File: src/rtl/lzc_pkg.sv
// lzc_pkg: shared types and helpers for the pipelined leading/trailing-zero counter.
package lzc_pkg;
    // Node count field is sized for operands up to 256 bits; each level only fills its low bits.
    localparam int LZC_CNT_MAX = 8;
    localparam int LZC_NODE_W  = LZC_CNT_MAX + 1;

    typedef enum logic {LZC_LEAD = 1'b0, LZC_TRAIL = 1'b1} lzc_mode_e;

    typedef struct packed {
        logic                   any;
        logic [LZC_CNT_MAX-1:0] cnt;
    } lzc_node_t;

    function automatic int lzc_count_w(int width);
        return $clog2(width) + 1;
    endfunction
endpackage

File: src/rtl/lzc_merge.sv
// lzc_merge: one two-halves node of the zero-count tree at a given level.
module lzc_merge
    import lzc_pkg::*;
#(
    parameter int LEVEL = 1
) (
    input  logic [LZC_NODE_W-1:0] l,
    input  logic [LZC_NODE_W-1:0] r,
    output logic [LZC_NODE_W-1:0] o
);
    localparam logic [LZC_CNT_MAX-1:0] HALF = LZC_CNT_MAX'(1) << (LEVEL - 1);
    lzc_node_t a, b;
    assign a = l;
    assign b = r;
    assign o = {a.any | b.any, a.any ? a.cnt : (b.cnt | HALF)};
endmodule

File: src/rtl/lzc_pipe.sv
// lzc_pipe: pipelined elastic LZ/TZ counter with valid/ready flow control.
// Defining LZC_PIPE_NORM_EN adds out_norm, the operand shifted by the count.
module lzc_pipe
    import lzc_pkg::*;
#(
    parameter int WIDTH  = 16,
    parameter int STAGES = 2
) (
    input  logic                          clk,
    input  logic                          rst_n,
    input  logic                          in_valid,
    output logic                          in_ready,
    input  logic [WIDTH-1:0]              in_data,
    input  logic                          in_mode,
    output logic                          out_valid,
    input  logic                          out_ready,
    output logic [lzc_count_w(WIDTH)-1:0] out_count,
    output logic                          out_zero
`ifdef LZC_PIPE_NORM_EN
    ,
    output logic [WIDTH-1:0]              out_norm
`endif
);
    localparam int COUNT = lzc_count_w(WIDTH) - 1;

    function automatic int rank_of(int lvl);
        int k = 0;
        for (int r = 1; r < STAGES; r++)
            if ((r * COUNT + STAGES - 1) / STAGES == lvl) k = r;
        return k;
    endfunction

    if (WIDTH < 2 || (WIDTH & (WIDTH - 1)) != 0 || STAGES < 1 || STAGES > COUNT) begin : g_bad_cfg
        $fatal(1, "lzc_pipe: WIDTH must be a power of 2 >= 2 and STAGES in 1..log2(WIDTH)");
    end

    logic [STAGES:1]   vld, en;
    logic [STAGES+1:1] rdy;
    logic [WIDTH-1:0]  op;
    lzc_node_t         nd [1:2*WIDTH-1];
    lzc_node_t         nq [1:2*WIDTH-1];

    always_comb begin
        rdy[STAGES+1] = out_ready;
        for (int r = STAGES; r >= 1; r--) rdy[r] = ~vld[r] | rdy[r+1];
    end

    // en[r]: rank r captures the beat held by the rank (or input) just upstream
    assign en        = rdy[STAGES:1] & STAGES'({vld, in_valid});
    assign in_ready  = rst_n & rdy[1];
    assign out_valid = vld[STAGES];

    always_ff @(posedge clk or negedge rst_n)
        if (!rst_n) vld <= '0;
        else vld <= (rdy[STAGES:1] & STAGES'({vld, in_valid})) | (~rdy[STAGES:1] & vld);

    assign op = lzc_mode_e'(in_mode) == LZC_TRAIL ? {<<{in_data}} : in_data;

    // Heap-indexed tree: node i has children 2i and 2i+1, leaves at WIDTH..2*WIDTH-1 (MSB first)
    for (genvar i = 1; i < 2 * WIDTH; i++) begin : g_node
        localparam int LVL = COUNT - ($clog2(i + 1) - 1);
        localparam int RNK = rank_of(LVL);
        if (LVL == 0) begin : g_leaf
            assign nd[i] = '{any: op[2*WIDTH-1-i], cnt: '0};
        end else begin : g_merge
            lzc_merge #(.LEVEL(LVL)) u_merge (.l(nq[2*i]), .r(nq[2*i+1]), .o(nd[i]));
        end
        if (RNK != 0) begin : g_reg
            lzc_node_t q;
            always_ff @(posedge clk or negedge rst_n)
                if (!rst_n) q <= '0;
                else if (en[RNK]) q <= nd[i];
            assign nq[i] = q;
        end else begin : g_wire
            assign nq[i] = nd[i];
        end
    end

    always_ff @(posedge clk or negedge rst_n)
        if (!rst_n) begin
            out_count <= '0;
            out_zero  <= 1'b0;
        end else if (en[STAGES]) begin
            out_count <= nq[1].any ? (COUNT+1)'(nq[1].cnt) : (COUNT+1)'(WIDTH);
            out_zero  <= ~nq[1].any;
        end

`ifdef LZC_PIPE_NORM_EN
    logic [WIDTH:0] pd [STAGES];

    always_ff @(posedge clk or negedge rst_n)
        if (!rst_n) begin
            for (int r = 0; r < STAGES; r++) pd[r] <= '0;
        end else begin
            if (en[1]) pd[0] <= {in_mode, in_data};
            for (int r = 1; r < STAGES; r++) if (en[r+1]) pd[r] <= pd[r-1];
        end

    assign out_norm = pd[STAGES-1][WIDTH] ? pd[STAGES-1][WIDTH-1:0] >> out_count
                                          : pd[STAGES-1][WIDTH-1:0] << out_count;
`endif
endmodule
File: config.mk
export PLATFORM = sky130hd
export DESIGN_NAME = lzc_pipe
export DESIGN_NICKNAME = d
export VERILOG_FILES = /design/src/rtl/lzc_pkg.sv /design/src/rtl/lzc_merge.sv /design/src/rtl/lzc_pipe.sv
export SDC_FILE = /design/constraint.sdc
export NUM_CORES = 1
export LEC_CHECK = 0
export ABC_CLOCK_PERIOD_IN_PS = 2400
export BUFFER_PORTS_ARGS = -buffer_cell sky130_fd_sc_hd__clkbuf_2
export CAP_MARGIN = 20
export CELL_PAD_IN_SITES_DETAIL_PLACEMENT = 0
export CELL_PAD_IN_SITES_GLOBAL_PLACEMENT = 1
export CORE_ASPECT_RATIO = 1.2
export CORE_MARGIN = 8
export CORE_UTILIZATION = 58
export CTS_BUF_LIST = sky130_fd_sc_hd__clkbuf_4 sky130_fd_sc_hd__clkbuf_8
export CTS_CLUSTER_SIZE = 40
export DETAILED_ROUTE_END_ITERATION = 10
export HOLD_SLACK_MARGIN = 0.08
export PLACE_DENSITY = 0.95
export SLEW_MARGIN = 20
export SYNTH_ARGS = -nofsm -noshare
export SYNTH_HDL_FRONTEND = slang
export SYNTH_HIERARCHICAL = 1
export SYNTH_SLANG_ARGS = --single-unit
File: constraint.sdc
create_clock -name clk -period 2.4 [get_ports clk]
set_input_delay 0.36 -clock clk [delete_from_list [all_inputs] [get_ports clk]]
set_output_delay 0.36 -clock clk [all_outputs]
set_load 0.05 [all_outputs]
## After elaboration in Yosys (flattened, before gate mapping)

Index checks and enable logic that the tools add are counted.

| cells by class | value |
|---|---|
| bitwise logic cells | 25 |
| mux-type cells | 17 |

Operators with widths:

| cell | number |
|---|---|
| two-way mux 5 bit | 4 |
| OR 1 bit | 17 |
| two-way mux 16 bit | 1 |
| two-way mux 1 bit | 8 |
| two-way mux 2 bit | 4 |
| bitwise AND 2 bit | 2 |
| NOT 1 bit | 3 |
| NOT 2 bit | 1 |
| OR 2 bit | 1 |
| bitwise AND 1 bit | 1 |

| storage, ports and cells | value |
|---|---|
| output and inout port bits | 8 |
| register bits after elaboration | 32 |

## Depth between registers and ports, before layout

Gate-level depths: netlist of run 1.

| depth | value |
|---|---|
| word-level depth | 6 |
| mapped depth | 8 |
| gate-level depth less buffers | 4 |

## Cells and area by module

The synthesis of run 1 kept the hierarchy.

Modules (own cells, without submodules):

| module | seq. area each (µm²) | area an instance (µm²) | times used | cells an instance |
|---|---|---|---|---|
| lzc_pipe | 1101.1 | 2038.2 | 1 | 127 |
| lzc_merge | 0.0 | 128.9 | 15 | 10 |

## Least setup slack after synthesis of run 1

No wires, ideal clock.

| path | value |
|---|---|
| kind | input to register |
| start point | input in_mode |
| end point | register g_node[5].g_reg.q[0] in the netlist's numbering |
| buffers on the path | 4 |
| path slack | 128 ps |
| setup time | 125 ps |
| arrival time | 2147 ps |
| cell stages on the path | 8 |
| path through | buf_2 > buf_2 > mux2_2 > buf_6 > or2_1 > buf_6 > mux2_4 > mux2_4 |

RTL lines:

| item | RTL line | text |
|---|---|---|
| start, declared | lzc_pipe.sv:14 | `input logic in_mode,` |
| end signal, assigned | lzc_pipe.sv:72 | `else if (en[RNK]) q <= nd[i];` |
| end, declared | lzc_pipe.sv:69 | `lzc_node_t q;` |

==> metrics, run 1 <==
status=complete, no violations; Initial DRC Count=51; Crit path arrival time=1.98 ns; routed vias=1349; Design Power=1.54 mW; top fanout value on the critical path=8; final worst path period share=75.7%; # rows=25; fillcell total=332; Clock Latency Late Sink=0.27 ns; synth warn=6; Hold Vio Cnt, Final=0; PD cells=578 nW/um2; Root Buffer=clkbuf_8; RSZ-0062 raised after global routing=false; buffer count from post-CTS setup fixing=0; Clk pwr share=23.5%; FMAX=550 MHz; largest net degree at the start of global routing=29; core region area=3970 um2; final WL=3.58 mm; die footprint=6480 um2; CTS tree=built; Flop pwr share=40.0%; Syn Inst Count=183; antenna cell count=0; Nets=266; required time of the critical path=2.56 ns; Avg Cell Area, Syn=13.2 um2; hold bufs inserted after CTS=0; synthesis-to-finish area growth=10.3%; chip width=74.9 um; I/O pin cnt=29; Remaining Overflow, GRT=0; DR pass1 iterations=4; Psw=0.443 mW; Vias/cell=4.53; Crit. End Element=flop; commonest non-fill, non-tap cell in the layout=mux2_4; Sw Share=28.9%; initial antenna violation count=0; clk buf depth=2; VDD IR max=0.250 mV; DP HPWL=2.94 mm; Die H=86.6 um; Final Max Tran Viols=0; cells resized by post-CTS repair=0; Wirelength per Cell=12.0 um; TritonCTS Buffers=3; GPL Wtd Cong=0.679; HP Class=in -> async; H-tree depth=1; Pleak=1.36 nW; clk_skew=0.00317 ns; TNS Setup=0 ns; CTS clk-pin slew, worst paths=0.09 ns; final setup vio count=0; DRC Markers=0; Post-DRT Antenna Nets=0; Initial Utilization=60.7%; Internal=1.09 mW; Min Clock Period, post-route=1.82 ns; first-pass GRT wire length=6.00 mm; Logic pwr share=36.5%; layout cells sized above 1=47.5%; startpoint types=primary input; GRT Resource Usage Total=11.9%; vias in the first global route=1331; PortBufs=28; Mapped Area=2410 um2; most frequent cells in the layout=60 x mux2_4, 48 x conb_1, 28 x dfrtp_1, 28 x clkbuf_2, 19 x mux2_2; max-cap viol count=0; clock sinks=28; critical path type=in -> reg
state kept, by name, indices dropped and copies added, names as in the netlist, named ones only:
signal	count
g_node.g_reg.q	20
out_count	5
out_zero	1
worst max-delay path, cell delays in order:
cell	delay [ns]
clkbuf_2	0.17
buf_12	0.14
mux2_2	0.39
or2_1	0.33
mux2_4	0.32
mux2_4	0.26
stage by stage:
step,hold slack [ns],cells,area (um2),worst slack (ns),util (%)
5_1_grt,0.146,298,2660,0.538,66.9
3_3_place_gp,0.435,294,2590,0.308,65.1
4_1_cts,0.141,298,2660,0.576,66.9
6_report,0.126,298,2660,0.583,66.9
3_5_place_dp,0.430,294,2590,0.283,65.1
2_1_floorplan,0.0644,230,2590,0.169,-
area by class of cell:
type                    instances  area (um2)  share of cell area [%]
inverters                       6        22.5                   0.847
multi-input cells             175        1620                    61.0
well taps                      54        67.6                    2.54
clock buffers                   3        41.3                    1.55
repair buffers                 31         175                    6.59
flip-flops and latches         28         701                    26.4
clock inverters                 1        30.0                    1.13
worst paths after layout:
check                      cells past startpoint              endpoint  slack (ns)                 start
setup / recovery                               6  g_node[5].g_reg.q[0]        0.58               in_mode
hold / removal                                 2  g_node[4].g_reg.q[1]        0.13                 rst_n
setup reg to reg                               4          out_count[0]        0.86  g_node[4].g_reg.q[8]
hold reg to reg                                1  g_node[7].g_reg.q[8]        0.52  g_node[7].g_reg.q[8]
max in group asynchronous                      2  g_node[5].g_reg.q[1]        2.01                 rst_n
min in group clk                               2                  flop        0.37              in_valid
metal layers:
layer | GRT usage (%) | share of wire (%)
met5 | 0 | 0
met4 | 6.79 | 3.3
met3 | 1.39 | 2.8
met2 | 19.9 | 50
met1 | 14.1 | 44
power groups by stage:
stage	Clock, mW	Combinational [mW]	Sequential (mW)
after floorplan	0	0.441	0.685
after global placement	0	0.550	0.619
after detailed placement	0	0.560	0.623
after CTS	0.374	0.561	0.615
after global routing	0.396	0.602	0.627
final	0.362	0.561	0.614
Note: power is estimated with default switching activity, not from simulation.
==> inputs of run 2 (changes only) <==
- ABC_AREA: unset -> 1
- ABC_CLOCK_PERIOD_IN_PS: 2400 -> 1900
- CORE_UTILIZATION: 58 -> 44
- clock period: 2.4 -> 1.9 ns (I/O delays scaled with it)
==> run 2 against run 1 <==
Against the previous run:
- combinational power is 35% higher
- via count is 50% higher
- cell count is 66% higher
- non-clock buffer count is 7 higher
- flip-flop and latch count stayed put
- utilization is 18 points lower
- sequential share of layout area is 1.2 points higher
- die area is 21% higher
- first-iteration DRC count is 82% higher
- register-to-register slack worse by 0.43 ns
- clock skew is 0.0061 ns higher
- highest routed layer unchanged
==> metrics, run 2 <==
Root Buffer=clkbuf_8; Vias/cell=4.10 (-9.4%); placed cell area=2490 um2 (-3.7%); Hold Vio Cnt, Final=0 (unchanged); Final Max Tran Viols=0 (unchanged); # rows=29 (+16%); DRC Markers=0 (unchanged); r2r setup slk=0.43 ns (-0.43 ns); Placed Cells=491 (+67%); GPL Wtd Cong=0.770 (+13%); multi-input logic area=1350 um2 (-17%); GRT Resource Usage Total=11.8% (-0.18 points); max FFs per register=20 (unchanged); HP Class=in -> reg; CP dominant cell by count=clkbuf_2; final WL=4.04 mm (+13%); crit-path cells=dlygate4sd3_1, clkbuf_2, nand2_1, inv_1, clkbuf_2; I/O pin cnt=29 (unchanged); Largest regs=g_node.g_reg.q (20), out_count (5), out_zero (1); FMAX=627 MHz; largest net degree at the start of global routing=33 (+14%); Initial DRC Count=93 (+82%); H-tree depth=1 (unchanged); antenna cell count=0 (unchanged); fillcell total=561 (+69%); DP HPWL=3.39 mm (+15%); clk buf depth=2 (unchanged); first-pass GRT wire length=7.73 mm (+29%); TNS Setup=0 ns (unchanged); hold bufs inserted after CTS=1 (+1); Clock Latency Late Sink=0.27 ns (about the same); startpoint types=primary input; clk_skew=0.00924 ns (+0.00607 ns); max-cap viol count=0 (unchanged); Final Instance Count excl. Fillers=495 (+66%); vias in the first global route=1921 (+44%); buffer count from post-CTS setup fixing=0 (unchanged); CTS tree=built; VDD IR max=0.428 mV (+71%); layout cells sized above 1=15.0% (-33 points); Die H=95.3 um (+10%); RSZ-0062 raised after global routing=false; status=complete, no violations; Avg Cell Area, Syn=6.15 um2 (-53%); final worst path period share=83.9%; Syn Inst Count=375 (+100%); top fanout value on the critical path=2 (-6); DR pass1 iterations=4 (unchanged); required time of the critical path=1.62 ns (-0.94 ns); worst path buffer plus inverter count=4 (+2); Pleak=1.66 nW (+22%); Crit-path slowest cell=dlygate4sd3_1; PortBufs=28 (unchanged); Wirelength per Cell=8.16 um (-32%); routed vias=2030 (+50%); largest register by flop count=g_node.g_reg.q; clock sinks=28 (unchanged); commonest non-fill, non-tap cell in the layout=nand2_1; TritonCTS Buffers=3 (unchanged); Reg area=701 um2 (unchanged); CTS clk-pin slew, worst paths=0.08 ns (about the same); design area=2540 um2 (-4.4%); Worst Hold Slack=0.287 ns (+0.161 ns); Crit path arrival time=1.31 ns (-0.67 ns); critical path type=in -> out; Initial Utilization=44.4% (-16 points); PD cells=732 nW/um2 (+27%); most frequent cells in the layout=207 x nand2_1, 48 x conb_1, 28 x dfrtp_1, 28 x clkbuf_2, 25 x inv_1; final setup vio count=0 (unchanged); Design Power=1.86 mW (+21%); cells resized by post-CTS repair=0 (unchanged); Crit. End Element=primary output; synthesis-to-finish area growth=10.3% (about the same); Nets=456 (+71%); slowest cell delay on critical path=0.52 ns (+0.13 ns); initial antenna violation count=0 (unchanged); synth warn=6 (unchanged); chip width=82.1 um (+9.6%); critical path's top delay family=buffers and inverters; die footprint=7820 um2 (+21%); Mapped Area=2300 um2 (-4.4%); Min Clock Period, post-route=1.59 ns; Remaining Overflow, GRT=0 (unchanged); Post-DRT Antenna Nets=0 (unchanged); core region area=5190 um2 (+31%)
run 2: tightest hold or removal path, stage by stage:
cell	delay (ns)
clkbuf_2	0.08
inv_2	0.03
nand2_1	0.06
nand2_1	0.05
run 2: worst paths after layout:
check                                     startpoint              endpoint  cells after the start
worst max-delay path                           rst_n              in_ready                      5
worst min-delay path                       out_ready                  flop                      4
worst max register to register  g_node[4].g_reg.q[8]          out_count[4]                      5
worst min register to register  g_node[6].g_reg.q[0]  g_node[6].g_reg.q[0]                      2
min in group asynchronous                      rst_n  g_node[4].g_reg.q[2]                      3
max in group asynchronous                      rst_n  g_node[5].g_reg.q[0]                      3
run 2: cell type report:
class,count,share of cell area [%]
repair buffers,38,8.56
clock buffers,3,1.62
multi-input cells,323,53.1
flip-flops and latches,28,27.6
inverters,41,6.05
well taps,62,3.05
run 2: layer usage:
metal,GRT usage (%),vias to the layer above,share of wire (%)
li1,-,1173,-
met1,14.9,831,49
met2,20.4,24,47
met3,1.32,2,3.6
met4,3.08,0,0.97
met5,0,-,0
run 2: report_power, final:
group	total, mW	switching (mW)	internal, mW	leakage, nW
sequential	0.798	0.0767	0.721	0.339
combinational	0.758	0.517	0.241	1.30
clock	0.304	0.163	0.142	0.0216
run 2: through the flow:
| stage | setup slack [ns] | util (%) |
|---|---|---|
| global route | 0.247 | 49.0 |
| global placement | 0.211 | 48.0 |
| detailed placement | 0.132 | 48.0 |
| CTS | 0.280 | 49.0 |
| floorplan | 0.336 | - |
| finish | 0.305 | 49.0 |
